<file path="src/rtl/debounce_scheduler_if.sv">
// Signal bundle between the debounce scheduler and its environment.
// The master drives the raw inputs and enable; the slave (the scheduler) returns debounced levels and status.
interface debounce_scheduler_if #(
  parameter int NUM_CH = 4
);
  localparam int CH_W = $clog2(NUM_CH);

  logic              enable;
  logic [NUM_CH-1:0] sig_i;
  logic [NUM_CH-1:0] sig_o;
  logic [NUM_CH-1:0] rise_o;
  logic [NUM_CH-1:0] fall_o;
  logic              busy;
  logic [CH_W-1:0]   active_ch;

  modport master (
    output enable, sig_i,
    input  sig_o, rise_o, fall_o, busy, active_ch
  );

  modport slave (
    input  enable, sig_i,
    output sig_o, rise_o, fall_o, busy, active_ch
  );
endinterface

</file>
<file path="src/rtl/debounce_scheduler.sv">
// Multi-channel debouncer sharing one stability timer, granted round-robin to mismatching channels.
// Optional macro DEBOUNCE_EVENT_EN enables the registered rise_o/fall_o edge pulses.
module debounce_scheduler #(
  parameter int NUM_CH            = 4,
  parameter int CLK_PERIOD_ns     = 20,
  parameter int DEBOUNCE_TIMER_ns = 30_000_000
) (
  input  logic                clk,
  input  logic                resetn,
  debounce_scheduler_if.slave bus
);

  localparam int CH_W      = $clog2(NUM_CH);
  localparam int SUM_W     = CH_W + 1;
  localparam int TICKS_RAW = (DEBOUNCE_TIMER_ns - 2 * CLK_PERIOD_ns) / CLK_PERIOD_ns;
  localparam int TICKS     = (TICKS_RAW < 1) ? 1 : TICKS_RAW;
  localparam int CNT_W     = $clog2(TICKS + 1);

  localparam logic [1:0] IDLE   = 2'd0;
  localparam logic [1:0] TIMING = 2'd1;
  localparam logic [1:0] COMMIT = 2'd2;

  localparam logic [CNT_W-1:0] LAST_CNT = CNT_W'(TICKS - 1);
  localparam logic [CNT_W-1:0] CNT_ONE  = CNT_W'(1);
  localparam logic [CH_W-1:0]  LAST_CH  = CH_W'(NUM_CH - 1);

  logic [NUM_CH-1:0] meta_r;
  logic [NUM_CH-1:0] sync_r;
  logic [1:0]        state_r;
  logic [1:0]        state_n;
  logic [CNT_W-1:0]  count_r;
  logic [CNT_W-1:0]  count_n;
  logic [CH_W-1:0]   active_ch_r;
  logic [CH_W-1:0]   active_ch_n;
  logic [CH_W-1:0]   ptr_r;
  logic [CH_W-1:0]   ptr_n;
  logic              target_r;
  logic              target_n;
  logic [NUM_CH-1:0] sig_r;
  logic [NUM_CH-1:0] sig_n;
  logic              busy_r;
  logic [NUM_CH-1:0] mismatch_s;
  logic              grant_valid_s;
  logic [CH_W-1:0]   grant_ch_s;

  // Two-flop synchronisers; they keep sampling even while frozen
  always_ff @(posedge clk or negedge resetn) begin
    if (!resetn) begin
      meta_r <= '0;
      sync_r <= '0;
    end else begin
      meta_r <= bus.sig_i;
      sync_r <= meta_r;
    end
  end

  assign mismatch_s = sync_r ^ sig_r;

  // Round-robin pick: first mismatching channel strictly after the last grant, wrapping
  always_comb begin : pick_c
    logic [SUM_W-1:0] sum_v;
    logic [SUM_W-1:0] wrap_v;
    logic [CH_W-1:0]  cand_v;
    logic             hit_v;
    sum_v         = '0;
    wrap_v        = '0;
    cand_v        = '0;
    hit_v         = 1'b0;
    grant_valid_s = 1'b0;
    grant_ch_s    = '0;
    for (int k = 1; k <= NUM_CH; k++) begin
      sum_v         = {1'b0, ptr_r} + SUM_W'(k);
      wrap_v        = (sum_v >= SUM_W'(NUM_CH)) ? (sum_v - SUM_W'(NUM_CH)) : sum_v;
      cand_v        = CH_W'(wrap_v);
      hit_v         = mismatch_s[cand_v] & ~grant_valid_s;
      grant_ch_s    = hit_v ? cand_v : grant_ch_s;
      grant_valid_s = grant_valid_s | hit_v;
    end
  end

  // Scheduler next-state; every update is gated by enable
  always_comb begin
    state_n     = state_r;
    count_n     = count_r;
    active_ch_n = active_ch_r;
    ptr_n       = ptr_r;
    target_n    = target_r;
    sig_n       = sig_r;
    if (bus.enable) begin
      case (state_r)
        IDLE: begin
          if (grant_valid_s) begin
            active_ch_n = grant_ch_s;
            target_n    = sync_r[grant_ch_s];
            count_n     = '0;
            state_n     = TIMING;
          end else begin
            state_n     = IDLE;
          end
        end
        TIMING: begin
          if (sync_r[active_ch_r] != target_r) begin
            // Bounce: give up this channel and let the next one in line have the timer
            ptr_n   = active_ch_r;
            state_n = IDLE;
          end else if (count_r == LAST_CNT) begin
            state_n = COMMIT;
          end else begin
            count_n = count_r + CNT_ONE;
          end
        end
        COMMIT: begin
          sig_n[active_ch_r] = target_r;
          ptr_n              = active_ch_r;
          state_n            = IDLE;
        end
        default: begin
          state_n = IDLE;
        end
      endcase
    end else begin
      state_n = state_r;
    end
  end

  // Scheduler state registers
  always_ff @(posedge clk or negedge resetn) begin
    if (!resetn) begin
      state_r     <= IDLE;
      count_r     <= '0;
      active_ch_r <= '0;
      ptr_r       <= LAST_CH;
      target_r    <= 1'b0;
      sig_r       <= '0;
      busy_r      <= 1'b0;
    end else begin
      state_r     <= state_n;
      count_r     <= count_n;
      active_ch_r <= active_ch_n;
      ptr_r       <= ptr_n;
      target_r    <= target_n;
      sig_r       <= sig_n;
      busy_r      <= (state_n != IDLE);
    end
  end

  assign bus.sig_o     = sig_r;
  assign bus.busy      = busy_r;
  assign bus.active_ch = active_ch_r;

`ifdef DEBOUNCE_EVENT_EN
  logic [NUM_CH-1:0] rise_r;
  logic [NUM_CH-1:0] fall_r;

  // One-cycle edge pulse on the enabled commit cycle only
  always_ff @(posedge clk or negedge resetn) begin
    if (!resetn) begin
      rise_r <= '0;
      fall_r <= '0;
    end else begin
      rise_r <= '0;
      fall_r <= '0;
      if (bus.enable && (state_r == COMMIT)) begin
        rise_r[active_ch_r] <= target_r;
        fall_r[active_ch_r] <= ~target_r;
      end
    end
  end

  assign bus.rise_o = rise_r;
  assign bus.fall_o = fall_r;
`else
  assign bus.rise_o = '0;
  assign bus.fall_o = '0;
`endif

endmodule

</file>
<file path="src/flat_wrapper.sv">
// flat-port wrapper written by rule: the top's interface ports become plain ports
module debounce_scheduler_flat 
#(
  parameter int NUM_CH            = 4,
  parameter int CLK_PERIOD_ns     = 20,
  parameter int DEBOUNCE_TIMER_ns = 30_000_000
)
  (clk, resetn, bus_enable, bus_sig_i, bus_sig_o, bus_rise_o, bus_fall_o, bus_busy, bus_active_ch);
  debounce_scheduler_if #(.NUM_CH(NUM_CH)) bus_i ();
  input  logic clk;
  input  logic resetn;
  input wire logic [$bits(bus_i.enable)-1:0] bus_enable;
  input wire logic [$bits(bus_i.sig_i)-1:0] bus_sig_i;
  output wire logic [$bits(bus_i.sig_o)-1:0] bus_sig_o;
  output wire logic [$bits(bus_i.rise_o)-1:0] bus_rise_o;
  output wire logic [$bits(bus_i.fall_o)-1:0] bus_fall_o;
  output wire logic [$bits(bus_i.busy)-1:0] bus_busy;
  output wire logic [$bits(bus_i.active_ch)-1:0] bus_active_ch;
  assign bus_i.enable = bus_enable;
  assign bus_i.sig_i = bus_sig_i;
  assign bus_sig_o = bus_i.sig_o;
  assign bus_rise_o = bus_i.rise_o;
  assign bus_fall_o = bus_i.fall_o;
  assign bus_busy = bus_i.busy;
  assign bus_active_ch = bus_i.active_ch;
  debounce_scheduler #(.NUM_CH(NUM_CH), .CLK_PERIOD_ns(CLK_PERIOD_ns), .DEBOUNCE_TIMER_ns(DEBOUNCE_TIMER_ns)) u_core (.clk(clk), .resetn(resetn), .bus(bus_i));
endmodule
</file>
<file path="config.mk">
export PLATFORM = sky130hd
export DESIGN_NAME = debounce_scheduler_flat
export DESIGN_NICKNAME = d
export VERILOG_FILES = /design/src/rtl/debounce_scheduler_if.sv /design/src/rtl/debounce_scheduler.sv /design/src/flat_wrapper.sv
export SDC_FILE = /design/constraint.sdc
export NUM_CORES = 1
export LEC_CHECK = 0
export BUFFER_PORTS_ARGS = -buffer_cell sky130_fd_sc_hd__buf_2
export CORE_AREA = 4 4 90 83
export CTS_BUF_LIST = sky130_fd_sc_hd__clkbuf_2 sky130_fd_sc_hd__clkbuf_4 sky130_fd_sc_hd__clkbuf_8
export DETAILED_ROUTE_END_ITERATION = 10
export DIE_AREA = 0 0 94 87
export HOLD_SLACK_MARGIN = 0.08
export PLACE_DENSITY = 0.61
export SETUP_SLACK_MARGIN = 0.15
export SKIP_LAST_GASP = 1
export SLEW_MARGIN = 20
export SYNTH_ARGS = -nofsm -noshare
export SYNTH_HDL_FRONTEND = slang
export SYNTH_SLANG_ARGS = --single-unit
</file>
<file path="constraint.sdc">
create_clock -name clk -period 2.9 [get_ports clk]
set_input_delay 0.58 -clock clk [delete_from_list [all_inputs] [get_ports clk]]
set_output_delay 0.58 -clock clk [all_outputs]
set_load 0.03 [all_outputs]
</file>
==> results of run 1 <==
registers in the layout, summed over array words and instances (netlist names):
signal                flops
u_core.meta_r             4
u_core.bus.sig_o          4
u_core.state_r            2
u_core.bus.active_ch      2
u_core.ptr_r              2
u_core.count_r           21
u_core.bus.busy           1
u_core.target_r           1
u_core.sync_r             4
metrics by stage:
| stage | worst slack (ns) | instances | hold WS (ns) |
|---|---|---|---|
| final | 0.393 | 333 | 0.353 |
| after detailed placement | 0.412 | 325 | 0.335 |
| after CTS | 0.386 | 333 | 0.355 |
| after global placement | 0.404 | 325 | 0.332 |
| after global routing | 0.181 | 333 | 0.363 |
| after floorplan | 0.567 | 232 | 0.284 |
routing by layer:
layer / share of wire (%) / global-route usage (%) / routed length, um / vias to the layer above
met4: 0.83 / 4.86 / 38 / 0
li1: - / - / - / 808
met5: 0 / 0 / 0 / -
met2: 45 / 19.3 / 2070 / 38
met3: 4.1 / 3.11 / 185 / 2
met1: 50 / 17.4 / 2270 / 818
kinds of logic (layout without fill, tap and decap cells):
| group | count (synthesis) | count (layout) | share of synthesized area [%] |
|---|---|---|---|
| and+or+nand+nor | 81 | 81 | 17.8 |
| AOI/OAI and AO/OA | 43 | 43 | 14.0 |
| DFF | 41 | 41 | 45.9 |
| xor gates and xnor gates | 24 | 24 | 9.72 |
| buffers and inverters | 23 | 34 | 5.87 |
| muxes | 10 | 10 | 5.42 |
| adders and majority gates | 2 | 2 | 1.12 |
| other | 1 | 8 | 0.167 |
how the worst max path moves through the flow:
stage                                  startpoint                  to
after floorplan           u_core.bus.active_ch[1]  u_core.count_r[20]
after global placement    u_core.bus.active_ch[1]   u_core.count_r[9]
after detailed placement       u_core.count_r[12]     u_core.bus.busy
after CTS                 u_core.bus.active_ch[1]   u_core.count_r[9]
after global routing      u_core.bus.active_ch[1]   u_core.count_r[9]
final                     u_core.bus.active_ch[1]   u_core.count_r[9]
area by class of cell:
cell class | count | area (um2) | share of cell area, %
clock buffer | 5 | 68.8 | 2.76
clock inverter | 3 | 46.3 | 1.86
inverter | 8 | 30.0 | 1.20
multi-input combinational | 168 | 1110 | 44.3
sequential | 41 | 1030 | 41.2
tap | 90 | 113 | 4.51
timing repair buffer | 18 | 103 | 4.11
cells in the final DEF (no fill, tap or decap), types with 2 or more instances in the layout:
| cell | count |
|---|---|
| a2111oi_2 | 4 |
| a211oi_1 | 4 |
| a21oi_1 | 14 |
| and2_1 | 2 |
| and3_1 | 2 |
| buf_2 | 13 |
| buf_4 | 5 |
| clkbuf_8 | 5 |
| conb_1 | 8 |
| dfrtp_1 | 39 |
| dfstp_2 | 2 |
| ha_1 | 2 |
| inv_1 | 8 |
| mux2_2 | 7 |
| mux2i_1 | 2 |
| nand2_1 | 18 |
| nand2b_1 | 4 |
| nand3_1 | 7 |
| nand4_1 | 9 |
| nor2_1 | 27 |
| nor3_1 | 2 |
| o21ai_0 | 11 |
| xnor2_1 | 21 |
| xor2_1 | 2 |
critical path, delay by kind of cell (launching register included):
family | cells | cell delay (ns)
AOI/OAI and AO/OA | 2 | 0.63
xor gates and xnor gates | 2 | 0.41
buffers and inverters | 1 | 0.23
DFF | 1 | 0.50
muxes | 1 | 0.57
and+or+nand+nor | 1 | 0.05
report_power, final:
group          total [mW]  switching [mW]  internal, mW
Sequential          0.757           0.110         0.646
Combinational       0.540           0.337         0.202
Clock               0.471           0.213         0.258
==> summary.md, run 1 <==
| Metric | Value |
|---|---|
| Max-cap violations | `0` |
| Tcrit/Tclk final | `between 80% and 90%` |
| Cells along the critical path | `mux4_2 -> xnor2_2 -> o211ai_2 -> buf_4 -> a2111oi_0 -> xnor2_1 -> nor2_1` |
| Area of the die | `0.00818 mm2` |
| Largest stage delay, worst path | `0.57 ns` |
| Grt ovf | `0` |
| RePlAce Congestion | `approximately 0.85` |
| Critical path class | `flip-flop to flip-flop` |
| Yosys top cell area share | `~44%` |
| Inserted Clock Buffers | `5` |
| Share of layout cells above drive strength 1 | `18.5%` |
| Worst Clk Skew | `0.00647 ns` |
| Netlist cell types | `47` |
| Yosys reg bits | `a little over 40` |
| Initial antenna violation count | `0` |
| Post-Syn Instances | `225` |
| Warnings from Yosys | `0` |
| CTS tree | `built` |
| Slew Limit Fails | `0` |
| Pwr Density | `between 700 and 800 mW/mm2` |
| Max rail drop VDD | `roughly 0.3 mV` |
| CTS Sinks | `around 40` |
| Starting DRT DRC Count | `around 80` |
| Area growth syn-to-layout | `11.4%` |
| Slew @ Worst Pin | `approximately 0.9 ns` |
| R2R Path Start | `u_core.bus.active_ch[1]` |
| Worst min-delay path class | `flip-flop to flip-flop` |
| Hold Crit Depth | `0` |
| Initial Util | `34.4%` |
| Sequential area share after synthesis | `between 40% and 50%` |
| Critical path data required time | `3.08 ns` |
| Die Ht | `between 80 and 90 um` |
| Most common cell in the netlist | `dfrtp_1` |
| Final ANT Viol Nets | `0` |
| Setup TNS | `0 ns` |
| Worst-Skew Late Latency | `between 0.2 and 0.3 ns` |
| Slowest CP cell | `mux4_2` |
| FF-to-FF setup slack | `just under 0.4 ns` |
| DRT Pass-1 Iters | `4` |
| Highest Clock Rate | `roughly 0.4 GHz` |
| Placed Instance Area | `~0.0024 mm2` |
| Post-cts hold buffer count | `0` |
| Reg clk slew, reported paths | `about 0.080 ns` |
| Critical path launch point type | `flip-flop` |
| WL/cell | `roughly 14 um` |
| Die W | `between 90 and 100 um` |
| Pwr Total | `about 1.8 mW` |
| Routed WL | `~4600 um` |
| Core ar. | `0.00652 mm2` |
| Post-CTS Resized | `0` |
| # setup viols final | `0` |
| Largest net degree at the start of global routing | `42` |
| Vias in the first global route | `1700` |
| Design Area, Final | `approximately 0.0025 mm2` |
| Max transition margin | `between 30% and 40%` |
| Final core occ | `38.3%` |
| Post-synth top area cell | `dfrtp_1` |
| Worst path arrival time | `approximately 2.7 ns` |
| Root Buffer | `clkbuf_8` |
| Leading post-synthesis cells by cell area | `dfrtp_1 (44%), xnor2_1 (8.2%), nor2_1 (4.5%)` |
| Hpwl dp | `approximately 3200 um` |
| Syn Area/Cell | `9.95 um2` |
| DR vias | `1666` |
| Reg2reg end | `u_core.count_r[9]` |
| R2R depth | `7` |
| Total Routing Usage GR | `around 13%` |
| CP Capture Type | `flip-flop` |
| CTS HTree Levels | `2` |
| Final net count | `251` |
| First-pass GRT wire length | `8160 um` |
| I/O pins | `22` |
| Post-synth top cells | `dfrtp_1 (39), nor2_1 (27), xnor2_1 (21), nand2_1 (18), a21oi_1 (14)` |
| Rows | `28` |
| CP Max Fanout | `21` |
| Hold_sp | `u_core.meta_r[1]` |
| IO Port Bufs | `13` |
| Leakage power | `1.01 nW` |
| DRC Markers | `0` |
| Post-CTS setup buffer count | `0` |
| Tmin final | `roughly 2.5 ns` |
| Most used DFF post-synth | `dfrtp_1` |
| Fill cells | `around 660` |
| Vias/cell | `about 5.0` |
| Maximum root-to-sink buffer count | `2` |
| Status | `complete, no violations` |
| EDFF count, synth | `0` |
| # diodes | `0` |
| RSZ-0062 raised after global routing | `false` |
| Async SR Flop Fraction | `100%` |
| WHS Endpoint | `u_core.sync_r[1]` |
| Fin. Hold Viols | `0` |
| Mapped cell area | `0.00224 mm2` |
No activity file was read; power rests on OpenSTA's default activity.
==> inputs of run 2 (changes only) <==
--- a/config.mk
+++ b/config.mk
@@ -12,9 +12,9 @@
 export DIE_AREA = 0 0 94 87
 export HOLD_SLACK_MARGIN = 0.08
 export PLACE_DENSITY = 0.61
+export REMOVE_ABC_BUFFERS = 1
 export SETUP_SLACK_MARGIN = 0.15
 export SKIP_LAST_GASP = 1
-export SLEW_MARGIN = 20
 export SYNTH_ARGS = -nofsm -noshare
 export SYNTH_HDL_FRONTEND = slang
 export SYNTH_SLANG_ARGS = --single-unit
==> summary.md, run 2 (same netlist as run 1, synthesis figures left out) <==
| Metric | Value |
|---|---|
| Status | `complete, no violations` |
| Switching power | `between 0.6 and 0.7 mW` |
| Starting DRT DRC Count | `roughly 130` |
| Post-cts hold buffer count | `0` |
| Highest Clock Rate | `about 0.4 GHz` |
| Die Ht | `between 80 and 90 um` |
| Slew @ Worst Pin | `0.928 ns` |
| Hold_sp | `u_core.meta_r[0]` |
| Sequential power share | `45.1%` |
| Final core occ | `a little under two fifths` |
| Slew Limit Fails | `0` |
| Fin. Hold Viols | `0` |
| Root Buffer | `clkbuf_8` |
| Setup TNS | `0 ns` |
| Tmin final | `roughly 2.4 ns` |
| Pwr Total | `between 1.5 and 2 mW` |
| Hpwl dp | `~3200 um` |
| Post-CTS Resized | `0` |
| Most frequent cells in the layout | `dfrtp_1 (39), nor2_1 (27), xnor2_1 (21)` |
| WHS | `between 0.3 and 0.4 ns` |
| Critical path data required time | `3.05 ns` |
| Worst Setup Slack, final | `around 0.45 ns` |
| Routed WL | `4440 um` |
| Largest reg by FF count | `u_core.count_r` |
| Max rail drop VDD | `0.239 mV` |
| Worst min-delay path class | `flip-flop to flip-flop` |
| Inserted Clock Buffers | `5` |
| Largest stage delay, worst path | `between 0.5 and 0.6 ns` |
| Core ar. | `around 0.0065 mm2` |
| IO Port Bufs | `13` |
| DR vias | `1629` |
| Total Routing Usage GR | `around an eighth` |
| Max reg flops | `21` |
| # diodes | `0` |
| CTS HTree Levels | `2` |
| Area of the die | `around 0.0082 mm2` |
| Worst-Skew Late Latency | `between 0.2 and 0.3 ns` |
| Final net count | `253` |
| Sw Ratio | `38.5%` |
| DRT Pass-1 Iters | `4` |
| Dpl ws | `0.450 ns` |
| Post-CTS setup buffer count | `0` |
| Comb power frac | `about 33%` |
| # setup viols final | `0` |
| Clock network power share | `21.8%` |
| Reg clk slew, reported paths | `roughly 0.080 ns` |
| R2R Path Start | `u_core.bus.active_ch[1]` |
| Leakage power | `just over 1 nW` |
| RSZ-0062 raised after global routing | `false` |
| Die W | `between 90 and 100 um` |
| RePlAce Congestion | `between 0.8 and 0.9` |
| First-pass GRT wire length | `between 7000 and 8000 um` |
| CTS Sinks | `slightly above 40` |
| CP Max Fanout | `12` |
| Critical path origin | `u_core.bus.active_ch[1]` |
| Critical path launch point type | `flip-flop` |
| Initial antenna violation count | `0` |
| Share of layout cells above drive strength 1 | `about a fifth` |
| Max transition margin | `a little under two fifths` |
| CTS tree | `built` |
| I/O pins | `22` |
| Worst Clk Skew | `between 0.003 and 0.004 ns` |
| DRC Markers | `0` |
| Initial Util | `34.4%` |
| Pwr Density | `roughly 670 mW/mm2` |
| Largest net degree at the start of global routing | `42` |
| Area growth syn-to-layout | `10.8%` |
| Worst path arrival time | `between 2 and 3 ns` |
| Maximum root-to-sink buffer count | `2` |
| WL/cell | `about 13 um` |
| Critical path class | `flip-flop to flip-flop` |
| Vias in the first global route | `about 1600` |
| Final ANT Viol Nets | `0` |
| Grt ovf | `0` |
| Rows | `28` |
| Max-cap violations | `0` |
| FF-to-FF setup slack | `about 0.45 ns` |
| CP Capture Type | `flip-flop` |
| Commonest non-fill, non-tap cell in the layout | `dfrtp_1` |
| Vias/cell | `a little under 5` |
| Slowest CP cell | `mux4_2` |
| Cells along the critical path | `mux4_2 -> xnor2_2 -> o211ai_2 -> buf_4 -> a2111oi_0 -> xnor2_1 -> nor2_1` |
| Pint | `roughly 1.0 mW` |
| Tcrit/Tclk final | `84.4%` |
[run 2: cell types whose count changed in the layout (fill, tap and decap cells not counted)]
cell       previous run  this run
clkinv_4              1         0
bufinv_16             1         0
buf_4                 5         7
clkinv_2              0         2
[run 2: stage by stage]
| stage | cell area (um2) | cells |
|---|---|---|
| final | 2480 | 335 |
| after global routing | 2480 | 335 |
| after CTS | 2480 | 335 |
| after detailed placement | 2390 | 327 |
| after global placement | 2390 | 327 |
| after floorplan | 2160 | 217 |
[run 2: cell type report]
cell class / instances / area, um2
fill: 684 / 4040
multi-input combinational: 168 / 1110
sequential: 41 / 1030
timing repair buffer: 20 / 118
tap: 90 / 113
clock buffer: 5 / 68.8
inverter: 8 / 30.0
clock inverter: 3 / 17.5
[run 2: power groups by stage]
| stage | Clock [mW] | Combinational [mW] | Sequential [mW] |
|---|---|---|---|
| after floorplan | 0 | 0.342 | 0.775 |
| final | 0.365 | 0.553 | 0.755 |
| after global placement | 0 | 0.548 | 0.762 |
| after global routing | 0.403 | 0.613 | 0.773 |
| after detailed placement | 0 | 0.555 | 0.765 |
| after CTS | 0.379 | 0.557 | 0.754 |
[run 2: final timing paths]
path / to / depth (start not counted)
worst min-delay path: u_core.sync_r[0] / 0
worst max register to register: u_core.count_r[9] / 7
min in group asynchronous: u_core.count_r[10] / 1
worst min register to register: u_core.sync_r[0] / 0
worst max-delay path: u_core.count_r[9] / 7
max in group asynchronous: u_core.meta_r[0] / 1
[run 2: per-layer routing]
metal / track usage, % / wire length [um]
met5: 0 / 0
met4: 3.67 / 46
met3: 2.07 / 117
met2: 17.7 / 2020
met1: 16.8 / 2260
[run 2: critical path: cells and delay by family (launching register included)]
kind,cells,cell delay [ns]
XOR/XNOR,2,0.39
flip-flops,1,0.47
buffers and inverters,1,0.19
AND/OR/NAND/NOR,1,0.05
AO/OA/AOI/OAI,2,0.64
multiplexers,1,0.56
==> inputs of run 3 (changes only) <==
--- a/config.mk
+++ b/config.mk
@@ -11,7 +11,7 @@
 export DETAILED_ROUTE_END_ITERATION = 10
 export DIE_AREA = 0 0 94 87
 export HOLD_SLACK_MARGIN = 0.08
-export PLACE_DENSITY = 0.61
+export PLACE_DENSITY = 0.63
 export REMOVE_ABC_BUFFERS = 1
 export SETUP_SLACK_MARGIN = 0.15
 export SKIP_LAST_GASP = 1
==> constraint.sdc (replaced) <==
create_clock -name clk -period 2.1 [get_ports clk]
set_input_delay 0.42 -clock clk [delete_from_list [all_inputs] [get_ports clk]]
set_output_delay 0.42 -clock clk [all_outputs]
set_load 0.03 [all_outputs]
==> summary.md, run 3 (same netlist as run 1, synthesis figures left out) <==
| Metric | Value |
|---|---|
| Largest net degree at the start of global routing | `23` |
| Initial antenna violation count | `0` |
| Sw Ratio | `about a third` |
| Pint | `around 1.9 mW` |
| Commonest non-fill, non-tap cell in the layout | `dfrtp_1` |
| Critical path class | `flip-flop to flip-flop` |
| Highest Clock Rate | `between 0.4 and 0.5 GHz` |
| DR vias | `1755` |
| Largest reg by FF count | `u_core.count_r` |
| Final net count | `between 200 and 300` |
| Hpwl dp | `between 3000 and 4000 um` |
| Dpl ws | `-0.255 ns` |
| Routed WL | `about 4700 um` |
| WHS | `between 0.08 and 0.09 ns` |
| Max reg flops | `21` |
| Dpl cells | `approximately 350` |
| DRT Pass-1 Iters | `4` |
| IO Port Bufs | `13` |
| CP Max Fanout | `5` |
| I/O pins | `22` |
| Vias/cell | `4.86` |
| Die W | `approximately 94 um` |
| Max rail drop VDD | `about 0.36 mV` |
| Comb power frac | `about 40%` |
| # setup viols final | `23` |
| Root Buffer | `clkbuf_8` |
| Pwr Total | `between 2 and 3 mW` |
| Grt ovf | `0` |
| Die Ht | `87 um` |
| Slew @ Worst Pin | `0.523 ns` |
| First-pass GRT wire length | `8210 um` |
| Area of the die | `roughly 0.0082 mm2` |
| Vias in the first global route | `approximately 1700` |
| Share of layout cells above drive strength 1 | `between 30% and 40%` |
| Inserted Clock Buffers | `5` |
| RSZ-0062 raised after global routing | `true` |
| Area growth syn-to-layout | `27.5%` |
| Tmin final | `approximately 2.4 ns` |
| Clock network power share | `around 26%` |
| Sequential power share | `34.4%` |
| RePlAce Congestion | `around 0.82` |
| Design Area, Final | `0.00286 mm2` |
| Max-cap violations | `0` |
| DRC Markers | `0` |
| Switching power | `around 1 mW` |
| Worst min-delay path class | `primary input to asynchronous set/reset pin` |
| Reg clk slew, reported paths | `about 0.080 ns` |
| Status | `finished, violations left` |
| Worst Setup Slack, final | `-0.252 ns` |
| Worst Clk Skew | `~0.0052 ns` |
| Final ANT Viol Nets | `0` |
| CP Capture Type | `flip-flop` |
| Starting DRT DRC Count | `60` |
| Leakage power | `between 1 and 1.5 nW` |
| Worst-Skew Late Latency | `0.29 ns` |
| Final core occ | `43.8%` |
| Critical path launch point type | `flip-flop` |
| Fin. Hold Viols | `0` |
| Placed Instance Area | `~0.0026 mm2` |
| Slew Limit Fails | `0` |
| Failing checks | `negative setup slack` |
| Initial Util | `roughly 34%` |
| # diodes | `0` |
| CTS Sinks | `between 40 and 50` |
| WL/cell | `approximately 13 um` |
| Rows | `28` |
| Setup TNS | `-4.28 ns` |
| Tcrit/Tclk final | `112%` |
| Pwr Density | `between 1000 and 1500 mW/mm2` |
| Most frequent cells in the layout | `dfrtp_1 (39), buf_4 (30), nor2_1 (27)` |
| CTS HTree Levels | `2` |
| Maximum root-to-sink buffer count | `2` |
| CTS tree | `built` |
| Critical path data required time | `between 2 and 2.5 ns` |
| Max transition margin | `between 60% and 70%` |
| Core ar. | `about 0.0065 mm2` |
| Final cell count without fillers | `around 360` |
| Worst path arrival time | `between 2 and 3 ns` |
| Total Routing Usage GR | `about an eighth` |
[run 3: cell count changes in the layout (fill, tap and decap cells not counted), moves of 2 or more]
cell,change
buf_6,+3
xnor2_4,+2
xnor2_1,-2
o21ai_1,+4
buf_4,+23
o21ai_2,+2
bufinv_16,+2
o21ai_0,-6
[run 3: layout make-up]
class / instances / area (um2)
fillers: 645 / 3660
multi-input cells: 168 / 1230
flip-flops and latches: 41 / 1030
repair buffers: 46 / 324
well taps: 90 / 113
clock buffers: 5 / 68.8
clock inverters: 3 / 65.1
inverters: 8 / 30.0
[run 3: worst max-delay path: stages, from the launching register on]
cell and delay [ns]:
dfrtp_1 0.38, or4b_1 0.52, or4_4 0.57, o211ai_4 0.24
buf_6 0.15, a21o_4 0.12, o21ai_2 0.05, or2_1 0.22
[run 3: path summary, 6_finish.rpt]
check,start,to,slack (ns),cells past startpoint
max reg2reg,u_core.count_r[12],u_core.bus.busy,-0.25,7
min in group clk,bus_sig_i[0],u_core.meta_r[0],0.23,1
max in group asynchronous,resetn,u_core.ptr_r[0],1.41,2
min,resetn,u_core.count_r[18],0.09,1
max,u_core.count_r[12],u_core.bus.busy,-0.25,7
min reg2reg,u_core.meta_r[1],u_core.sync_r[1],0.35,0
[run 3: repair_timing]
item | in CTS | in global routing
hold buffers | 0 | 0
setup endpoints to repair | 27 | 27
pin swaps | 0 | 6
gates resized for setup | 11 | 16
buffers inserted | 0 | 2
[run 3: metal layers]
metal	GRT usage, %	wire length, um
met4	4.86	87
met5	0	0
met3	2.51	162
met1	17.0	2270
met2	19.9	2180
[run 3: power by group through the flow]
stage	clock, mW	combinational, mW	sequential (mW)
4_1_cts	0.769	1.02	0.993
3_3_place_gp	0	0.955	1.00
5_1_grt	0.816	1.26	1.02
6_report	0.748	1.16	1.00
3_5_place_dp	0	0.965	1.00
2_1_floorplan	0	0.473	1.07
